`src/rtl/mmc_lcm_stage.sv`:
```
// LCM stage behind the mdc GCD datapath: LCM = (x*y)/gcd using a shift-add multiplier
// followed by a restoring divider, with valid/ready handshakes on both sides.
module mmc_lcm_stage #(
   parameter int unsigned WIDTH = 8
) (
   input  logic               clk_i,
   input  logic               rstn_i,
   input  logic               enb_i,
   input  logic [WIDTH-1:0]   dtx_in,
   input  logic [WIDTH-1:0]   dty_in,
   input  logic [WIDTH-1:0]   mdc_in,
   input  logic               vld_i,
   output logic               rdy_o,
   output logic [2*WIDTH-1:0] dt_o,
   output logic               err_o,
   output logic               vld_o,
   input  logic               rdy_i
);

   localparam int unsigned CW = $clog2(2 * WIDTH);

   localparam logic [1:0] ST_IDLE = 2'd0;
   localparam logic [1:0] ST_MUL  = 2'd1;
   localparam logic [1:0] ST_DIV  = 2'd2;
   localparam logic [1:0] ST_DONE = 2'd3;

   localparam logic [CW-1:0] MUL_LAST = CW'(WIDTH - 1);
   localparam logic [CW-1:0] DIV_LAST = CW'(2 * WIDTH - 1);

   logic [1:0]         state_q, state_d;
   logic [2*WIDTH-1:0] mcand_q, mcand_d;
   logic [WIDTH-1:0]   mplier_q, mplier_d;
   logic [WIDTH-1:0]   gcd_q, gcd_d;
   // Holds the product during MUL, then shifts into the quotient during DIV.
   logic [2*WIDTH-1:0] prod_q, prod_d;
   logic [WIDTH:0]     rem_q, rem_d;
   logic [CW-1:0]      cnt_q, cnt_d;
   logic [2*WIDTH-1:0] dt_q, dt_d;
   logic               err_q, err_d;
   logic               vld_q, vld_d;

   logic [WIDTH:0]     div_shift;
   logic [WIDTH:0]     div_sub;
   logic               div_ge;
   logic [2*WIDTH-1:0] quo_next;

   assign div_shift = {rem_q[WIDTH-1:0], prod_q[2*WIDTH-1]};
   assign div_sub   = div_shift - {1'b0, gcd_q};
   assign div_ge    = rem_q[WIDTH] | (div_shift >= {1'b0, gcd_q});
   assign quo_next  = {prod_q[2*WIDTH-2:0], div_ge};

   always_comb begin
      state_d  = state_q;
      mcand_d  = mcand_q;
      mplier_d = mplier_q;
      gcd_d    = gcd_q;
      prod_d   = prod_q;
      rem_d    = rem_q;
      cnt_d    = cnt_q;
      dt_d     = dt_q;
      err_d    = err_q;
      vld_d    = vld_q;
      if (enb_i) begin
         case (state_q)
            ST_IDLE: begin
               if (vld_i) begin
                  mcand_d  = {{WIDTH{1'b0}}, dtx_in};
                  mplier_d = dty_in;
                  gcd_d    = mdc_in;
                  prod_d   = '0;
                  rem_d    = '0;
                  cnt_d    = '0;
                  if (dtx_in == '0 || dty_in == '0) begin
                     dt_d    = '0;
                     err_d   = 1'b0;
                     vld_d   = 1'b1;
                     state_d = ST_DONE;
                  end else if (mdc_in == '0) begin
                     dt_d    = '0;
                     err_d   = 1'b1;
                     vld_d   = 1'b1;
                     state_d = ST_DONE;
                  end else begin
                     state_d = ST_MUL;
                  end
               end
            end
            ST_MUL: begin
               prod_d   = prod_q + (mplier_q[0] ? mcand_q : '0);
               mcand_d  = {mcand_q[2*WIDTH-2:0], 1'b0};
               mplier_d = {1'b0, mplier_q[WIDTH-1:1]};
               if (cnt_q == MUL_LAST) begin
                  cnt_d   = '0;
                  rem_d   = '0;
                  state_d = ST_DIV;
               end else begin
                  cnt_d = cnt_q + 1'b1;
               end
            end
            ST_DIV: begin
               rem_d  = div_ge ? div_sub : div_shift;
               prod_d = quo_next;
               if (cnt_q == DIV_LAST) begin
                  cnt_d   = '0;
                  dt_d    = quo_next;
                  err_d   = (rem_d != '0);
                  vld_d   = 1'b1;
                  state_d = ST_DONE;
               end else begin
                  cnt_d = cnt_q + 1'b1;
               end
            end
            default: begin
               if (rdy_i) begin
                  vld_d   = 1'b0;
                  state_d = ST_IDLE;
               end
            end
         endcase
      end
   end

   always_ff @(posedge clk_i or negedge rstn_i) begin
      if (!rstn_i) begin
         state_q  <= ST_IDLE;
         mcand_q  <= '0;
         mplier_q <= '0;
         gcd_q    <= '0;
         prod_q   <= '0;
         rem_q    <= '0;
         cnt_q    <= '0;
         dt_q     <= '0;
         err_q    <= 1'b0;
         vld_q    <= 1'b0;
      end else begin
         state_q  <= state_d;
         mcand_q  <= mcand_d;
         mplier_q <= mplier_d;
         gcd_q    <= gcd_d;
         prod_q   <= prod_d;
         rem_q    <= rem_d;
         cnt_q    <= cnt_d;
         dt_q     <= dt_d;
         err_q    <= err_d;
         vld_q    <= vld_d;
      end
   end

   assign rdy_o = (state_q == ST_IDLE);
   assign dt_o  = dt_q;
   assign err_o = err_q;
   assign vld_o = vld_q;

endmodule

```
`config.mk`:
```
export PLATFORM = sky130hd
export DESIGN_NAME = mmc_lcm_stage
export DESIGN_NICKNAME = d
export VERILOG_FILES = /design/src/rtl/mmc_lcm_stage.sv
export SDC_FILE = /design/constraint.sdc
export NUM_CORES = 1
export LEC_CHECK = 0
export BUFFER_PORTS_ARGS = -buffer_cell sky130_fd_sc_hd__buf_4
export CAP_MARGIN = 20
export CELL_PAD_IN_SITES_DETAIL_PLACEMENT = 1
export CELL_PAD_IN_SITES_GLOBAL_PLACEMENT = 1
export CORE_MARGIN = 5
export CORE_UTILIZATION = 40
export DETAILED_ROUTE_END_ITERATION = 8
export PLACE_DENSITY_LB_ADDON = 0.1
export SLEW_MARGIN = 10
export SYNTH_ARGS = -nofsm -noshare
export SYNTH_HDL_FRONTEND = slang
export SYNTH_SLANG_ARGS = --single-unit
```
`constraint.sdc`:
```
create_clock -name clk_i -period 3.7 [get_ports clk_i]
set_input_delay 1.11 -clock clk_i [delete_from_list [all_inputs] [get_ports clk_i]]
set_output_delay 1.11 -clock clk_i [all_outputs]
set_load 0.01 [all_outputs]
```
==> results of run 1 <==
[report_power, final]
group	leakage [nW]	internal, W	total (W)	switching, W
combinational	1.40	0.000798	0.00199	0.00120
clock	0.157	0.000619	0.000976	0.000357
sequential	1.08	0.00114	0.00138	0.000231
[worst min-delay path, cell delays in order (launching register included)]
cell     delay [ns]
dfrtp_1        0.34
nand2_1        0.05
o21ai_1        0.06
[stage by stage]
stage	cells	hold slack (ns)
floorplan	522	0.455
global placement	697	0.473
detailed placement	697	0.476
CTS	711	0.489
global route	711	0.523
finish	711	0.486
[flip-flops by register name (all words and copies together), names as in the netlist]
signal / flops
rem_q: 9
mcand_q: 16
cnt_q: 4
err_o: 1
prod_q: 16
mplier_q: 8
dt_o: 16
gcd_q: 8
vld_o: 1
state_q: 2
[routing by layer]
layer / up-vias / track usage (%)
met3: 9 / 2.57
met2: 47 / 30.6
met1: 1953 / 25.5
met5: - / 0
li1: 1976 / -
met4: 0 / 6.37
[layout make-up]
cell class,instances,area [sq um]
tap,147,184
clock buffer,11,253
fill,1392,6310
inverter,23,86.3
clock inverter,3,65.1
sequential,81,2030
timing repair buffer,54,418
multi-input combinational,392,2670
[cell usage in the layout (no fill, tap or decap), types with 3 or more instances in the layout]
cell / synthesis / final
a211o_1: 3 / 3
a211oi_1: 3 / 3
a21o_1: 4 / 4
a21oi_1: 20 / 20
a22o_1: 24 / 24
a22oi_1: 4 / 4
a31oi_1: 6 / 6
and2_1: 15 / 15
buf_4: 1 / 53
clkbuf_16: 0 / 9
dfrtp_1: 81 / 81
ha_1: 28 / 28
inv_1: 20 / 20
inv_2: 3 / 3
mux2_2: 8 / 8
mux2i_1: 20 / 20
nand2_1: 64 / 64
nand3_1: 16 / 16
nand4_1: 5 / 5
nor2_1: 23 / 23
nor2b_1: 3 / 3
nor3_1: 15 / 15
nor3b_1: 3 / 3
nor4_1: 5 / 5
o21a_1: 4 / 4
o21ai_0: 9 / 9
o21ai_1: 42 / 42
o21bai_1: 3 / 3
o221ai_1: 6 / 6
o22ai_1: 3 / 3
o31ai_1: 7 / 7
or4_1: 3 / 3
xnor2_1: 10 / 10
xor2_1: 5 / 5
[how the worst min path moves through the flow]
| stage | startpoint | to | slack, ns | cells after the start |
|---|---|---|---|---|
| after CTS | mplier_q[1]$_DFFE_PN0P_ | mplier_q[1]$_DFFE_PN0P_ | 0.49 | 2 |
| after global routing | gcd_q[5]$_DFFE_PN0P_ | gcd_q[5]$_DFFE_PN0P_ | 0.52 | 1 |
| final | mplier_q[1]$_DFFE_PN0P_ | mplier_q[1]$_DFFE_PN0P_ | 0.49 | 2 |
| after global placement | mplier_q[1]$_DFFE_PN0P_ | mplier_q[1]$_DFFE_PN0P_ | 0.47 | 2 |
| after detailed placement | mplier_q[1]$_DFFE_PN0P_ | mplier_q[1]$_DFFE_PN0P_ | 0.48 | 2 |
| after floorplan | mplier_q[1]$_DFFE_PN0P_ | mplier_q[1]$_DFFE_PN0P_ | 0.46 | 2 |
[cells by family (layout without fill, tap and decap cells)]
family	after synthesis	count (layout)	share of synthesized area, %
compound gates	156	156	22.0
xor+xnor	15	15	2.67
fa+ha+maj	30	30	7.95
buf+inv	49	91	4.43
flops	81	81	41.3
mux	28	28	5.91
simple gates	163	163	15.8
==> key figures, run 1 <==
Yosys
  • Netlist cell types: 64
  • Synth warnings: 0
  • Cell count after synthesis: ~520
  • EDFF count, synth: 0
  • Synthesized area: 0.00491 sq mm
  • Most common cell in the netlist: dfrtp_1
  • Synth area leader: dfrtp_1
  • Mapped Nets: 581
  • Synth top area share: between 40 and 50%
  • Seq/Total Area, Yosys: 41.3%
  • FFs w/ async S/R, synth: 100%
  • Most used DFF post-synth: dfrtp_1
  • Syn Area/Cell: approximately 9.4 sq um
  • #FFs+latches synth: 81
  • Synth top cells by count: 81 x dfrtp_1, 64 x nand2_1, 42 x o21ai_1
  • Synth area leaders: dfrtp_1 41%, ha_1 7.1%, nand2_1 4.9%

Cells and area
  • Final Util: 47.5%
  • Final layout net count: 620
  • Number of antenna repair diodes: 0
  • Post-Layout Inst Area: 0.00570 sq mm
  • Layout overhead on the synthesized area: 16.0%
  • Share of post-route cells with drive strength above 1: 15.8%

Floorplan
  • Initial cell density of the core: 40.9%
  • Die W: around 120 microns
  • I/O pin total: 48
  • Die area: 0.0146 sq mm
  • Site row count: 40
  • Die Height: 121 microns
  • Core area: 0.0120 sq mm

Global routing
  • Antenna violations before repair: 0
  • Largest net degree at the start of global routing: between 80 and 90
  • Tot GR Track Use: between 10% and 20%
  • First-pass GRT wire length: 21,700 microns
  • Grt total ovfl: 0
  • Vias in the first global route: approximately 4,300

Power and ir drop
  • Final Power: approximately 0.0043 W
  • Worst IR drop on VDD: 0.000380 V
  • PD cells: between 700 and 800 mW/mm^2
  • Pleak: 2.64 nW

Setup path
  • Arr. time, crit path: just over 3 ns
  • Crit start category: flip-flop
  • Buf/Inv on CP: 1
  • Reg-to-Reg End: prod_q[14]$_DFFE_PN0P_
  • Worst r2r src: mplier_q[0]$_DFFE_PN0P_
  • Flop-to-flop setup slack: 0.79 ns
  • Kind of critical path: reg2reg
  • Maximum fanout along the worst path: 17
  • Setup crit start: mplier_q[0]$_DFFE_PN0P_
  • CP cell instances: and2_1 > ha_1 > inv_1 > fa_1 > nor2b_1 > o31ai_1 > a21oi_1 > a21oi_1 > o21ai_1 > xnor2_1 > o221ai_1
  • Worst EP required: 3.90 ns
  • Crit-path leading delay family: compound AO/OA/AOI/OAI gates
  • Crit path depth: 11
  • R2R cell count: 11
  • Cell mode on critical path: a21oi_1
  • Slowest stage cell, crit path: dfrtp_1
  • Largest stage delay on the critical path: 0.62 ns
  • Crit path capture: prod_q[14]$_DFFE_PN0P_
  • Crit end category: flip-flop

Clock tree
  • Clock Latency Late Sink: 0.35 ns
  • Root Driver: clkbuf_16
  • Reg clk slew, reported paths: about 0.060 ns
  • Post-CTS Hold Buffers: 0
  • Clock Path Buffers: 2
  • Total CTS buffers: 9
  • Post-CTS setup buffer count: 0
  • Post-CTS sizing: 0
  • CTS H-Tree Depth: 3
  • Clock sinks: 81
  • CTS tree: done

STA
  • Final setup skew: about 0.01 ns
  • # setup viols final: 0
  • Final count of hold timing violations: 0
  • Worst slew pin tran: approximately 0.87 ns
  • Worst relative slew slack: 42.0%
  • Final period utilization: slightly below 80%
  • Final Max Slew Viols: 0
  • RSZ-0062 raised after global routing: no
  • Fin crit period: 2.91 ns
  • Fmax: 344 MHz
  • Setup WS post-layout: 0.794 ns
  • Setup tns final: 0 ns

Route
  • Final wirelength: 12,700 microns
  • Highest Signal Layer: met4
  • DR DRC count: 0
  • WL per Instance: 17.8 microns
  • Met1 wire length: 6310 microns
  • Routed wl met2: 5940 microns
  • 1st-iter DRT viols: 158
  • Met3 routed WL: 266 microns
  • Vias: about 4,000
  • Pre-Repair DR Iteration Count: 4
  • Post-route ant nets: 0
  • Via-per-instance ratio: 5.60

Job
  • MaxCap Viol Count: 0

Place
  • Hpwl dp: roughly 9200 microns
  • Port buffer count: 47
  • Gpl congestion: 0.823
  • Post-place setup slack: 0.535 ns
  • Post-DP Area: about 0.0054 sq mm

Min path
  • Hold Path Class: reg2reg

Outcome
  • Status: finished clean
(Power assumes the default switching activity.)
==> run 2: changes to the inputs <==
Clock period 3.7 ns to 2.5 ns, I/O delays scaled along.
==> key figures, run 2 (synthesis gave the netlist of run 1 again) <==
Place
  • Gpl congestion: 0.888 (+7.9%)
  • Port buffer count: 47 (unchanged)
  • Post-DP Area: 0.00569 sq mm (+5.6%)
  • Hpwl dp: 10,200 microns (+11%)

Cells and area
  • Final Util: 51.1% (+3.6 points)
  • Post-Layout Inst Area: 0.00613 sq mm (+7.6%)
  • Layout overhead on the synthesized area: 24.9%
  • Share of post-route cells with drive strength above 1: 24.3% (+8.6 points)
  • Number of antenna repair diodes: 0 (unchanged)
  • Final layout net count: 659 (+6.3%)
  • FILL cells: 1,379 (-0.93%)
  • Most frequent cells in the layout: 89 x buf_4, 81 x dfrtp_1, 64 x nand2_1
  • Commonest non-fill, non-tap cell in the layout: buf_4

Floorplan
  • Die W: 121 microns (unchanged)
  • Core area: 0.0120 sq mm (unchanged)
  • Initial cell density of the core: 40.9% (unchanged)
  • Die Height: 121 microns (unchanged)
  • I/O pin total: 48 (unchanged)
  • Site row count: 40 (unchanged)
  • Die area: 0.0146 sq mm (unchanged)

Route
  • Post-route ant nets: 0 (unchanged)
  • Vias: 4,300 (+7.9%)
  • 1st-iter DRT viols: 165 (+4.4%)
  • Via-per-instance ratio: 5.73 (+2.2%)
  • WL per Instance: 18.4 microns (+3.1%)
  • Final wirelength: 13,800 microns (+8.9%)
  • DR DRC count: 0 (unchanged)
  • Pre-Repair DR Iteration Count: 4 (unchanged)

Global routing
  • Layer with the highest usage: met2
  • Vias in the first global route: 4,494 (+5.0%)
  • Met2 Usage GRT: 32.7% (+2.2 points)
  • M1 GR Usage: 25.3% (-0.19 points)
  • Tot GR Track Use: 19.6% (+0.91 points)
  • Grt total ovfl: 0 (unchanged)
  • First-pass GRT wire length: 22,600 microns (+4.1%)
  • Antenna violations before repair: 0 (unchanged)
  • Largest net degree at the start of global routing: 41 (-50%)
  • Grt met3 use: 3.04% (+0.47 points)

STA
  • Fmax: 402 MHz (+17%)
  • Worst slew pin tran: 0.861 ns (-0.00866 ns)
  • Final count of hold timing violations: 0 (unchanged)
  • Fin crit period: 2.49 ns (-0.421 ns)
  • Worst relative slew slack: 42.6% (+0.58 points)
  • Setup tns final: 0 ns (unchanged)
  • # setup viols final: 0 (unchanged)
  • RSZ-0062 raised after global routing: yes
  • Final setup skew: 0.00730 ns (-0.00281 ns)
  • Hold WS: 0.318 ns (-0.168 ns)
  • Final period utilization: 99.4% (+21 points)
  • Final Max Slew Viols: 0 (unchanged)

Setup path
  • Flop-to-flop setup slack: 0.01 ns (-0.78 ns)
  • Reg-to-Reg End: err_o$_DFFE_PN0P_
  • Worst EP required: 2.71 ns (-1.19 ns)
  • R2R cell count: 10 (-1)
  • Crit start category: flip-flop
  • Maximum fanout along the worst path: 3 (-14)
  • Arr. time, crit path: 2.70 ns (-0.41 ns)
  • Kind of critical path: reg2reg
  • Largest stage delay on the critical path: 0.55 ns (-0.07 ns)
  • CP cell instances: inv_2 > ha_4 > inv_2 > fa_2 > buf_6 > nor3_4 > a31oi_1 > or4_4 > o31ai_4 > a31oi_1
  • Crit end category: flip-flop
  • Slowest stage cell, crit path: or4_4
  • Worst r2r src: prod_q[15]$_DFFE_PN0P_

Power and ir drop
  • PD cells: 1140 mW/mm^2 (+50%)
  • P_int: 0.00412 W (+61%)
  • Pleak: 2.83 nW (+7.3%)
  • Sequential power share: 28.8% (-2.9 points)
  • P_sw: 0.00289 W (+62%)
  • Combinational Power Share: 50.7% (+4.8 points)
  • Final Power: 0.00701 W (+61%)
  • Switching share of power: 41.3% (+0.22 points)
  • Clk pwr share: 20.4% (-2.1 points)
  • Worst IR drop on VDD: 0.000503 V (+33%)

Clock tree
  • Total CTS buffers: 9 (unchanged)
  • Clock Path Buffers: 2 (unchanged)
  • CTS H-Tree Depth: 3 (unchanged)
  • Reg clk slew, reported paths: 0.06 ns (about the same)
  • CTS tree: done
  • Clock sinks: 81 (unchanged)
  • Clock Latency Late Sink: 0.35 ns (about the same)
  • Root Driver: clkbuf_16

Job
  • MaxCap Viol Count: 0 (unchanged)

Min path
  • Hold Path Class: in2async

Outcome
  • Status: finished clean
[run 2: cell count changes in the layout (fill, tap and decap cells not counted), moves of 3 or more]
cell and delta:
o31ai_1 -3, buf_4 +36, a21oi_2 +4, ha_1 -3, a21oi_1 -5
[run 2: how the worst max path moves through the flow]
stage	start	to	slack (ns)	cells after the start
after floorplan	mplier_q[0]$_DFFE_PN0P_	prod_q[15]$_DFFE_PN0P_	0.1	10
after global placement	dtx_in[7]	dt_o[12]$_DFFE_PN0P_	-0.06	7
after detailed placement	dtx_in[7]	dt_o[7]$_DFFE_PN0P_	-0.12	7
after CTS	prod_q[15]$_DFFE_PN0P_	err_o$_DFFE_PN0P_	-0.02	11
after global routing	mplier_q[0]$_DFFE_PN0P_	prod_q[9]$_DFFE_PN0P_	-0.07	11
final	prod_q[15]$_DFFE_PN0P_	err_o$_DFFE_PN0P_	0.01	10
[run 2: cell type report]
class | instances | area [sq um] | area share [%]
Multi-Input combinational cell | 392 | 2790 | 45.4
Sequential cell | 81 | 2030 | 33.0
Timing Repair Buffer | 93 | 739 | 12.1
Clock buffer | 12 | 246 | 4.02
Tap cell | 147 | 184 | 3.00
Inverter | 23 | 86.3 | 1.41
Clock inverter | 3 | 65.1 | 1.06
[run 2: routing by layer]
layer  wire [microns]  vias to the layer above
met5                0                        -
met4              306                        0
met3              348                       20
met2             6630                       64
met1             6500                     2164
li1                 -                     2052
[run 2: metrics by stage]
stage | cells | setup WS (ns)
after floorplan | 522 | 0.0976
after global placement | 734 | -0.0596
after detailed placement | 734 | -0.120
after CTS | 749 | -0.0193
after global routing | 751 | -0.0708
final | 751 | 0.0148
[run 2: what timing repair did]
action	CTS	global route
buffers inserted	0	2
endpoints found under the setup margin	5	13
pin swaps	1	14
hold buffers	0	0
resized for setup	4	22
[run 2: power groups by stage]
stage                     clock network (W)  logic (W)  registers [W]
final                               0.00143    0.00356        0.00202
after global routing                0.00153    0.00389        0.00208
after CTS                           0.00147    0.00333        0.00202
after detailed placement                  0    0.00328        0.00204
after global placement                    0    0.00315        0.00202
after floorplan                           0    0.00223        0.00195
[run 2: worst max-delay path, delay by kind of cell, from the launching register on]
kind,cells,cell delay (ns)
adders and majority gates,2,0.56
buffers and inverters,3,0.27
and+or+nand+nor,2,0.65
DFF,1,0.38
AOI/OAI and AO/OA,3,0.48
==> run 3: changes to the inputs <==
--- a/config.mk
+++ b/config.mk
@@ -11,5 +11,5 @@
 export CELL_PAD_IN_SITES_GLOBAL_PLACEMENT = 1
 export CORE_MARGIN = 5
-export CORE_UTILIZATION = 40
+export CORE_UTILIZATION = 35
 export DETAILED_ROUTE_END_ITERATION = 8
 export PLACE_DENSITY_LB_ADDON = 0.1
==> constraint.sdc (replaced) <==
create_clock -name clk_i -period 2.5 [get_ports clk_i]
set_input_delay 0.75 -clock clk_i [delete_from_list [all_inputs] [get_ports clk_i]]
set_output_delay 0.75 -clock clk_i [all_outputs]
set_load 0.1 [all_outputs]
==> key figures, run 3 (synthesis gave the netlist of run 1 again) <==
Place
  • Placed insts: 768 (+4.6%)
  • Post-place setup slack: -0.110 ns (+0.0103 ns)
  • Gpl congestion: 0.804 (-9.4%)
  • Hpwl dp: 10,500 microns (+2.9%)
  • Port buffer count: 47 (unchanged)

Route
  • Final wirelength: 14,400 microns (+4.6%)
  • 1st-iter DRT viols: 171 (+3.6%)
  • WL per Instance: 18.3 microns (about the same)
  • DR DRC count: 0 (unchanged)
  • Vias: 4,297 (-0.070%)
  • Via-per-instance ratio: 5.47 (-4.5%)
  • Pre-Repair DR Iteration Count: 4 (unchanged)
  • Post-route ant nets: 0 (unchanged)

Clock tree
  • Reg clk slew, reported paths: 0.06 ns (about the same)
  • Clock sinks: 81 (unchanged)
  • Root Driver: clkbuf_16
  • CTS tree: done
  • Clock Path Buffers: 2 (unchanged)
  • CTS H-Tree Depth: 3 (unchanged)
  • Total CTS buffers: 9 (unchanged)
  • Post-CTS Hold Buffers: 0 (unchanged)
  • Clock Latency Late Sink: 0.34 ns (about the same)

Power and ir drop
  • Pleak: 2.85 nW (+0.63%)
  • PD cells: 1190 mW/mm^2 (+4.2%)
  • Worst IR drop on VDD: 0.000416 V (-17%)

Global routing
  • Grt total ovfl: 0 (unchanged)
  • Largest net degree at the start of global routing: 47 (+15%)
  • Vias in the first global route: 4,651 (+3.5%)
  • Antenna violations before repair: 0 (unchanged)
  • First-pass GRT wire length: 23,800 microns (+5.4%)
  • Tot GR Track Use: 18.2% (-1.4 points)

STA
  • Final Max Slew Viols: 0 (unchanged)
  • Setup WS post-layout: 0.0951 ns (+0.0803 ns)
  • Worst relative slew slack: 45.9% (+3.3 points)
  • Fin crit period: 2.40 ns (-0.0803 ns)
  • Hold WS: 0.202 ns (-0.116 ns)
  • Worst slew pin tran: 0.812 ns (-0.0491 ns)
  • Fmax: 416 MHz (+3.3%)
  • Final period utilization: 96.2% (-3.2 points)
  • Setup tns final: 0 ns (unchanged)
  • Final setup skew: 0.00631 ns (-0.000998 ns)
  • RSZ-0062 raised after global routing: yes
  • Final count of hold timing violations: 0 (unchanged)
  • # setup viols final: 0 (unchanged)

Cells and area
  • Final layout net count: 660 (+0.15%)
  • Most frequent cells in the layout: 88 x buf_4, 80 x dfrtp_1, 63 x nand2_1
  • Commonest non-fill, non-tap cell in the layout: buf_4
  • Share of post-route cells with drive strength above 1: 26.2% (+1.9 points)
  • Layout overhead on the synthesized area: 27.8%
  • Non-filler cells, final: 786 (+4.7%)
  • Final Util: 45.4% (-5.7 points)
  • FILL cells: 1,540 (+12%)
  • Number of antenna repair diodes: 0 (unchanged)

Setup path
  • Worst EP required: 2.72 ns (about the same)
  • Kind of critical path: reg2reg
  • Maximum fanout along the worst path: 9 (+6)
  • Crit start category: flip-flop
  • Arr. time, crit path: 2.62 ns (-0.08 ns)
  • Crit end category: flip-flop

Outcome
  • Status: finished clean

Floorplan
  • Die Height: 128 microns (+6.3%)
  • I/O pin total: 48 (unchanged)
  • Site row count: 43 (+7.5%)
  • Core area: 0.0138 sq mm (+15%)
  • Die area: 0.0165 sq mm (+13%)
  • Die W: 128 microns (+6.3%)
  • Initial cell density of the core: 35.5% (-5.4 points)

Min path
  • Hold Path Class: in2async

Job
  • MaxCap Viol Count: 0 (unchanged)
==> run 3: path summary, 6_finish.rpt <==
| kind | slack, ns | startpoint | cells past startpoint | to |
|---|---|---|---|---|
| worst max-delay path | 0.1 | mplier_q[0]$_DFFE_PN0P_ | 11 | prod_q[12]$_DFFE_PN0P_ |
| max in group asynchronous | 1.64 | rstn_i | 2 | mplier_q[0]$_DFFE_PN0P_ |
| worst max register to register | 0.1 | mplier_q[0]$_DFFE_PN0P_ | 11 | prod_q[12]$_DFFE_PN0P_ |
| min in group clk_i | 0.49 | mplier_q[5]$_DFFE_PN0P_ | 2 | mplier_q[5]$_DFFE_PN0P_ |
| worst min-delay path | 0.20 | rstn_i | 1 | gcd_q[3]$_DFFE_PN0P_ |
| worst min register to register | 0.49 | mplier_q[5]$_DFFE_PN0P_ | 2 | mplier_q[5]$_DFFE_PN0P_ |
==> run 3: area by class of cell <==
type | instances | area [sq um] | area share (%)
Clock inverter | 2 | 60.1 | 0.957
Inverter | 23 | 86.3 | 1.38
Multi-Input combinational cell | 392 | 2860 | 45.6
Clock buffer | 14 | 264 | 4.20
Sequential cell | 81 | 2030 | 32.3
Timing Repair Buffer | 94 | 754 | 12.0
Tap cell | 180 | 225 | 3.59
==> run 3: power breakdown <==
| group | total [W] | leakage (nW) | switching (W) | internal, W |
|---|---|---|---|---|
| Combinational | 0.00398 | 1.62 | 0.00245 | 0.00153 |
| Clock | 0.00147 | 0.157 | 0.000543 | 0.000932 |
| Sequential | 0.00202 | 1.08 | 0.000321 | 0.00170 |
| Total | 0.00747 | 2.85 | 0.00332 | 0.00416 |
==> run 3: metrics by stage <==
stage / cell area, sq um / total power [W]
global route: 6280 / 0.00798
global placement: 5750 / 0.00565
finish: 6280 / 0.00747
detailed placement: 5750 / 0.00576
CTS: 6120 / 0.00740
floorplan: 4930 / 0.00459
==> run 3: layer usage <==
metal  vias up  track usage (%)  share of wire [%]
met2        61             30.9                 49
met5         -                0                  0
li1       2058                -                  -
met1      2158             23.7                 47
met3        20             3.07                2.9
met4         0             6.05                1.7
==> run 3: what timing repair did <==
action                                  in CTS  in global routing
endpoints found under the setup margin       3                 14
gates resized for setup                     10                 31
buffers inserted                             0                  2
pin swaps                                    2                 26
==> run 3: worst max-delay path: stages (launching register included) <==
cell and delay, ns:
dfrtp_2 0.43, buf_6 0.15, and2_1 0.14, ha_1 0.29, or2_1 0.23, a21oi_1 0.19
a21oi_2 0.08, buf_4 0.14, a211o_1 0.26, a21oi_2 0.14, xor2_1 0.15, o22ai_1 0.08
